## src/rtl/present80_iter_ctrl.sv

```systemverilog
// Iterative PRESENT-80 encryption core.
// One shared round datapath (addRoundKey, sLayer, pLayer) and an on-the-fly
// key schedule, sequenced by an IDLE/RUN/DONE FSM at one round per clock.
//
// Handshake rules (both ports): a transfer happens on a rising edge where
// valid and ready are both high. in_ready is high only in IDLE. out_valid
// is high only in DONE, and out_ct is held stable until the transfer. A
// source must keep its data steady while valid is high and ready is low.
module present80_iter_ctrl #(
  parameter int ROUNDS = 31,
  parameter int RC_W   = 5
) (
  input  logic        clk,
  input  logic        rst,
  input  logic        in_valid,
  output logic        in_ready,
  input  logic [63:0] in_pt,
  input  logic [79:0] in_key,
  output logic        out_valid,
  input  logic        out_ready,
  output logic [63:0] out_ct,
  output logic        busy
);

  typedef enum logic [1:0] {
    ST_IDLE = 2'd0,
    ST_RUN  = 2'd1,
    ST_DONE = 2'd2
  } state_e;

  state_e            fsm_q;
  logic [63:0]       data_q;
  logic [79:0]       key_q;
  logic [RC_W-1:0]   rc_q;
  logic [63:0]       out_ct_q;
  logic              out_valid_q;
  logic              in_ready_q;
  logic              busy_q;

  logic [63:0]       round_d;
  logic [79:0]       key_d;
  logic [4:0]        rc5;

  // 4-bit PRESENT S-box.
  function automatic logic [3:0] sbox(input logic [3:0] x);
    case (x)
      4'h0: sbox = 4'hC;
      4'h1: sbox = 4'h5;
      4'h2: sbox = 4'h6;
      4'h3: sbox = 4'hB;
      4'h4: sbox = 4'h9;
      4'h5: sbox = 4'h0;
      4'h6: sbox = 4'hA;
      4'h7: sbox = 4'hD;
      4'h8: sbox = 4'h3;
      4'h9: sbox = 4'hE;
      4'hA: sbox = 4'hF;
      4'hB: sbox = 4'h8;
      4'hC: sbox = 4'h4;
      4'hD: sbox = 4'h7;
      4'hE: sbox = 4'h1;
      default: sbox = 4'h2;
    endcase
  endfunction

  // S-box applied to all 16 nibbles independently.
  function automatic logic [63:0] s_layer(input logic [63:0] x);
    logic [63:0] y;
    y = '0;
    for (int n = 0; n < 16; n++) begin
      y[4*n +: 4] = sbox(x[4*n +: 4]);
    end
    return y;
  endfunction

  // Bit i goes to bit (16*i) mod 63; bit 63 is a fixed point.
  function automatic logic [63:0] p_layer(input logic [63:0] x);
    logic [63:0] y;
    y = '0;
    for (int i = 0; i < 63; i++) begin
      y[(16 * i) % 63] = x[i];
    end
    y[63] = x[63];
    return y;
  endfunction

  // Key register update: rotate left 61, S-box the top nibble, mix in rc.
  function automatic logic [79:0] key_update(input logic [79:0] k,
                                             input logic [4:0]  rc);
    logic [79:0] r;
    r = {k[18:0], k[79:19]};
    r[79:76] = sbox(r[79:76]);
    r[19:15] = r[19:15] ^ rc;
    return r;
  endfunction

  assign rc5 = 5'(rc_q);

  // Round datapath: current round key is the top 64 bits of the key register.
  always_comb begin
    round_d = p_layer(s_layer(data_q ^ key_q[79:16]));
    key_d   = key_update(key_q, rc5);
  end

  // Control FSM with registered outputs; datapath registers load alongside.
  always_ff @(posedge clk) begin
    if (rst) begin
      fsm_q       <= ST_IDLE;
      data_q      <= '0;
      key_q       <= '0;
      rc_q        <= '0;
      out_ct_q    <= '0;
      out_valid_q <= 1'b0;
      in_ready_q  <= 1'b1;
      busy_q      <= 1'b0;
    end else begin
      case (fsm_q)
        ST_IDLE: begin
          if (in_valid && in_ready_q) begin
            data_q     <= in_pt;
            key_q      <= in_key;
            rc_q       <= RC_W'(1);
            in_ready_q <= 1'b0;
            busy_q     <= 1'b1;
            fsm_q      <= ST_RUN;
          end
        end
        ST_RUN: begin
          data_q <= round_d;
          key_q  <= key_d;
          rc_q   <= rc_q + RC_W'(1);
          if (rc_q == RC_W'(ROUNDS)) begin
            // Last round: fold in the final whitening key K32.
            out_ct_q    <= round_d ^ key_d[79:16];
            out_valid_q <= 1'b1;
            fsm_q       <= ST_DONE;
          end
        end
        ST_DONE: begin
          if (out_ready) begin
            out_valid_q <= 1'b0;
            in_ready_q  <= 1'b1;
            busy_q      <= 1'b0;
            fsm_q       <= ST_IDLE;
          end
        end
        default: begin
          fsm_q       <= ST_IDLE;
          out_valid_q <= 1'b0;
          in_ready_q  <= 1'b1;
          busy_q      <= 1'b0;
        end
      endcase
    end
  end

  assign in_ready  = in_ready_q;
  assign out_valid = out_valid_q;
  assign out_ct    = out_ct_q;
  assign busy      = busy_q;

endmodule

```

## config.mk

```make
export PLATFORM = sky130hd
export DESIGN_NAME = present80_iter_ctrl
export DESIGN_NICKNAME = d
export VERILOG_FILES = /design/src/rtl/present80_iter_ctrl.sv
export SDC_FILE = /design/constraint.sdc
export NUM_CORES = 1
export LEC_CHECK = 0
export ABC_AREA = 1
export CORE_ASPECT_RATIO = 0.8
export CORE_MARGIN = 4
export CORE_UTILIZATION = 55
export CTS_BUF_LIST = sky130_fd_sc_hd__clkbuf_16
export DETAILED_ROUTE_END_ITERATION = 10
export PLACE_DENSITY = 0.91
export SETUP_SLACK_MARGIN = 0.1
export SLEW_MARGIN = 20
export SYNTH_ARGS = -nofsm -noshare
export SYNTH_HDL_FRONTEND = slang
export SYNTH_SLANG_ARGS = --single-unit
```

## constraint.sdc

```tcl
create_clock -name clk -period 2.15 [get_ports clk]
set_input_delay 0.5375 -clock clk [delete_from_list [all_inputs] [get_ports clk]]
set_output_delay 0.5375 -clock clk [all_outputs]
set_load 0.1 [all_outputs]
```

==> results.yml <==
status:
  status: "complete, no violations"
synthesis:
  synth_edf_count: 0
  avgSynthCellArea_um2: 6.56
  synth_top_area_share_pct: 32.0
  synthCells: 2115
  synth_seq_cells: 222
  yosysMostFrequentCell: "nand2_1"
  ys_top_cells_by_area: "dfxtp_1, nand2_1, ha_1"
  synth_top_family_by_area: "simple AND/OR/NAND/NOR gates"
  muxShareOfSynthArea_pct: 0
  netlist_area_um2: 13900
  synthAdderAreaFrac_pct: 7.84
  synthSimpleGateAreaFrac_pct: 30.1
  synth_area_leader_cell: "dfxtp_1"
  synth_compound_area_share_pct: 16.8
  yosys.cell_types.count: 28
  synth_top_flop_cell: "dfxtp_1"
  synthArstFlopShare_pct: 0
  synth_nets: 2350
  synth_common_cells: "nand2_1, inv_1, dfxtp_1, nand3_1, o21ai_0"
  synth_seq_area_share_pct: 32.0
  synth-xor-area-share_pct: 3.72
  yosysWarnings: 0
timing:
  rsz0062_at_grt: "yes"
  relSlewSlack_pct: 58.0
  worst_pin_slew_ns: 0.625
  hold_ws_ns: 0.482
  drv_slew: 0
  hold_viol: 0
  finalCritPeriodShare_pct: 95.6
  max_freq_mhz: 487
  period_minus_slack_ns: 2.06
  skew_ns: 0.0112
  setup_viol: 0
clocking:
  hold_buffers: 0
  cts_tree: "done"
  clk_pin_slew_ns: 0.07
  cts_buffer_depth: 3
  numCtsBuffers: 23
  clk_latency_ns: 0.52
  cts_sinks: 222
  cts_max_level: 1
  clock-root-buffer: "clkbuf_16"
run:
  cap_violations: 0
floorplanning:
  fp.dieW_um: 186
  dieArea_um2: 27900
  start_util_pct: 56.5
  io_pins: 215
  core_area_um2: 24600
  num_rows: 51
  die_h_um: 150
cells_and_area:
  diodes: 0
  fin_nets: 2597
  syn2layout_area_growth_pct: 28.4
  drive_gt1_share_pct: 12.3
min_path:
  hold_depth: 2
  hp-class: "register to register"
worst_setup_path:
  path_class: "register to register"
  cp_top_family: "adder cells"
  crit_arrival_ns: 2.47
  cp_max_fo: 3
  endpoint_kind: "register"
  crit_buf_inv: 2
  crit_required_ns: 2.57
  path_cells: "xnor2_2 -> inv_1 -> ha_1 -> o21ai_1 -> ha_1 -> xor2_1 -> o21bai_1 -> inv_1"
  critPathMaxStageDelay_ns: 0.35
  r2r_cells: 8
  startpoint_type: "register"
  cp.depth: 8
  cp_slowest_cell: "dfxtp_2"
route:
  drc: 0
  antenna_left: 0
  wirelength_mm: 50.1
  drt-initial-drc-count: 2039
  firstDrtPassIters: 7
  routedWlPerCell_um: 18.6
  vias_per_cell: 5.81
  vias: 15700
power_and_ir_drop:
  vdd_drop_max_v: 0.000650
  finalPower_uw: 21300
  p_leak_uw: 0.00867
  power_density_nw_per_um2: 1200
global_routing:
  grt_usage_pct: 33.6
  antenna_found_initial: 2
  grt_pass1_vias: 14100
  grt-ovfl-total: 0
  grt_pass1_wl_mm: 74.5
  grt_max_degree: 96
placement:
  place_congestion: 0.998
  port-buffer-count: 214
  place_hpwl_mm: 36.7
logic make-up (layout without fill, tap and decap cells):
logic type | Yosys count | after routing
buffers and inverters | 331 | 594
AO/OA/AOI/OAI | 410 | 410
flip-flops | 222 | 222
XOR/XNOR | 59 | 59
adder cells (fa/ha/maj) | 87 | 87
AND/OR/NAND/NOR | 1006 | 1006
repair_timing:
item                       CTS  global route
pin swaps                    0            19
resized for setup            4            50
gates cloned                 0             1
buffers inserted             0             2
setup endpoints to repair    6            60
metrics by stage:
stage | instances | setup TNS, ns | worst slack (ns) | cell area, um^2 | util (%)
floorplan | 2115 | 0 | 0.215 | 13900 | -
detailed placement | 2652 | -4.62 | -0.203 | 16800 | 68.3
global route | 2696 | 0 | 0.0531 | 17800 | 72.6
CTS | 2693 | 0 | 0.0724 | 17600 | 71.4
global placement | 2652 | -0.751 | -0.178 | 16800 | 68.3
finish | 2696 | 0 | 0.0950 | 17800 | 72.6
power breakdown:
part | switching (uW) | internal, uW
clock network | 1770 | 2420
logic | 7270 | 4240
registers | 788 | 4820
tightest hold or removal path, stage by stage (launching register included):
cell     delay (ns)
dfxtp_1        0.32
nand2_1        0.06
a21oi_1        0.06
sequential cells by signal, summed over array words and instances (netlist names):
signal	cells
out_ct	64
rc5	5
data_q	64
fsm_q	2
out_valid	1
key_d	4
key_q	80
in_ready	1
busy	1
final timing paths:
kind / end / slack [ns] / startpoint
worst max-delay path: out_ct[3] / 0.09 / key_q[28]
worst min-delay path: busy / 0.48 / busy
worst max register to register: out_ct[3] / 0.09 / key_q[28]
worst min register to register: busy / 0.48 / busy
per-layer routing:
| metal | track usage [%] | vias up | share of wire (%) |
|---|---|---|---|
| met1 | 46.0 | 7143 | 39 |
| met5 | 0 | - | 0.026 |
| met4 | 12.5 | 2 | 5.0 |
| met3 | 7.15 | 174 | 13 |
| li1 | - | 7316 | - |
| met2 | 52.6 | 1030 | 43 |
layout by cell type (no fill, tap or decap), types with 11 or more instances in the layout:
cell type and count:
nor2_1 48, nand3b_1 13, o21a_1 48, xnor2_2 17, inv_1 233, nand2_1 700, clkbuf_16 24, ha_1 84
nand3_1 200, a21oi_1 69, xor2_1 11, buf_12 12, o21ai_0 180, a31oi_1 76, buf_4 161, or2_2 33
xnor2_1 27, dfxtp_1 213, clkdlybuf4s50_1 147, a211oi_1 17
layout make-up:
class	instances	area [um^2]
clock inverters	18	185
well taps	318	398
flip-flops and latches	222	4460
fillers	1855	6740
clock buffers	23	576
multi-input cells	1562	8380
inverters	231	870
repair buffers	322	2960
No activity file was read; power rests on OpenSTA's default activity.
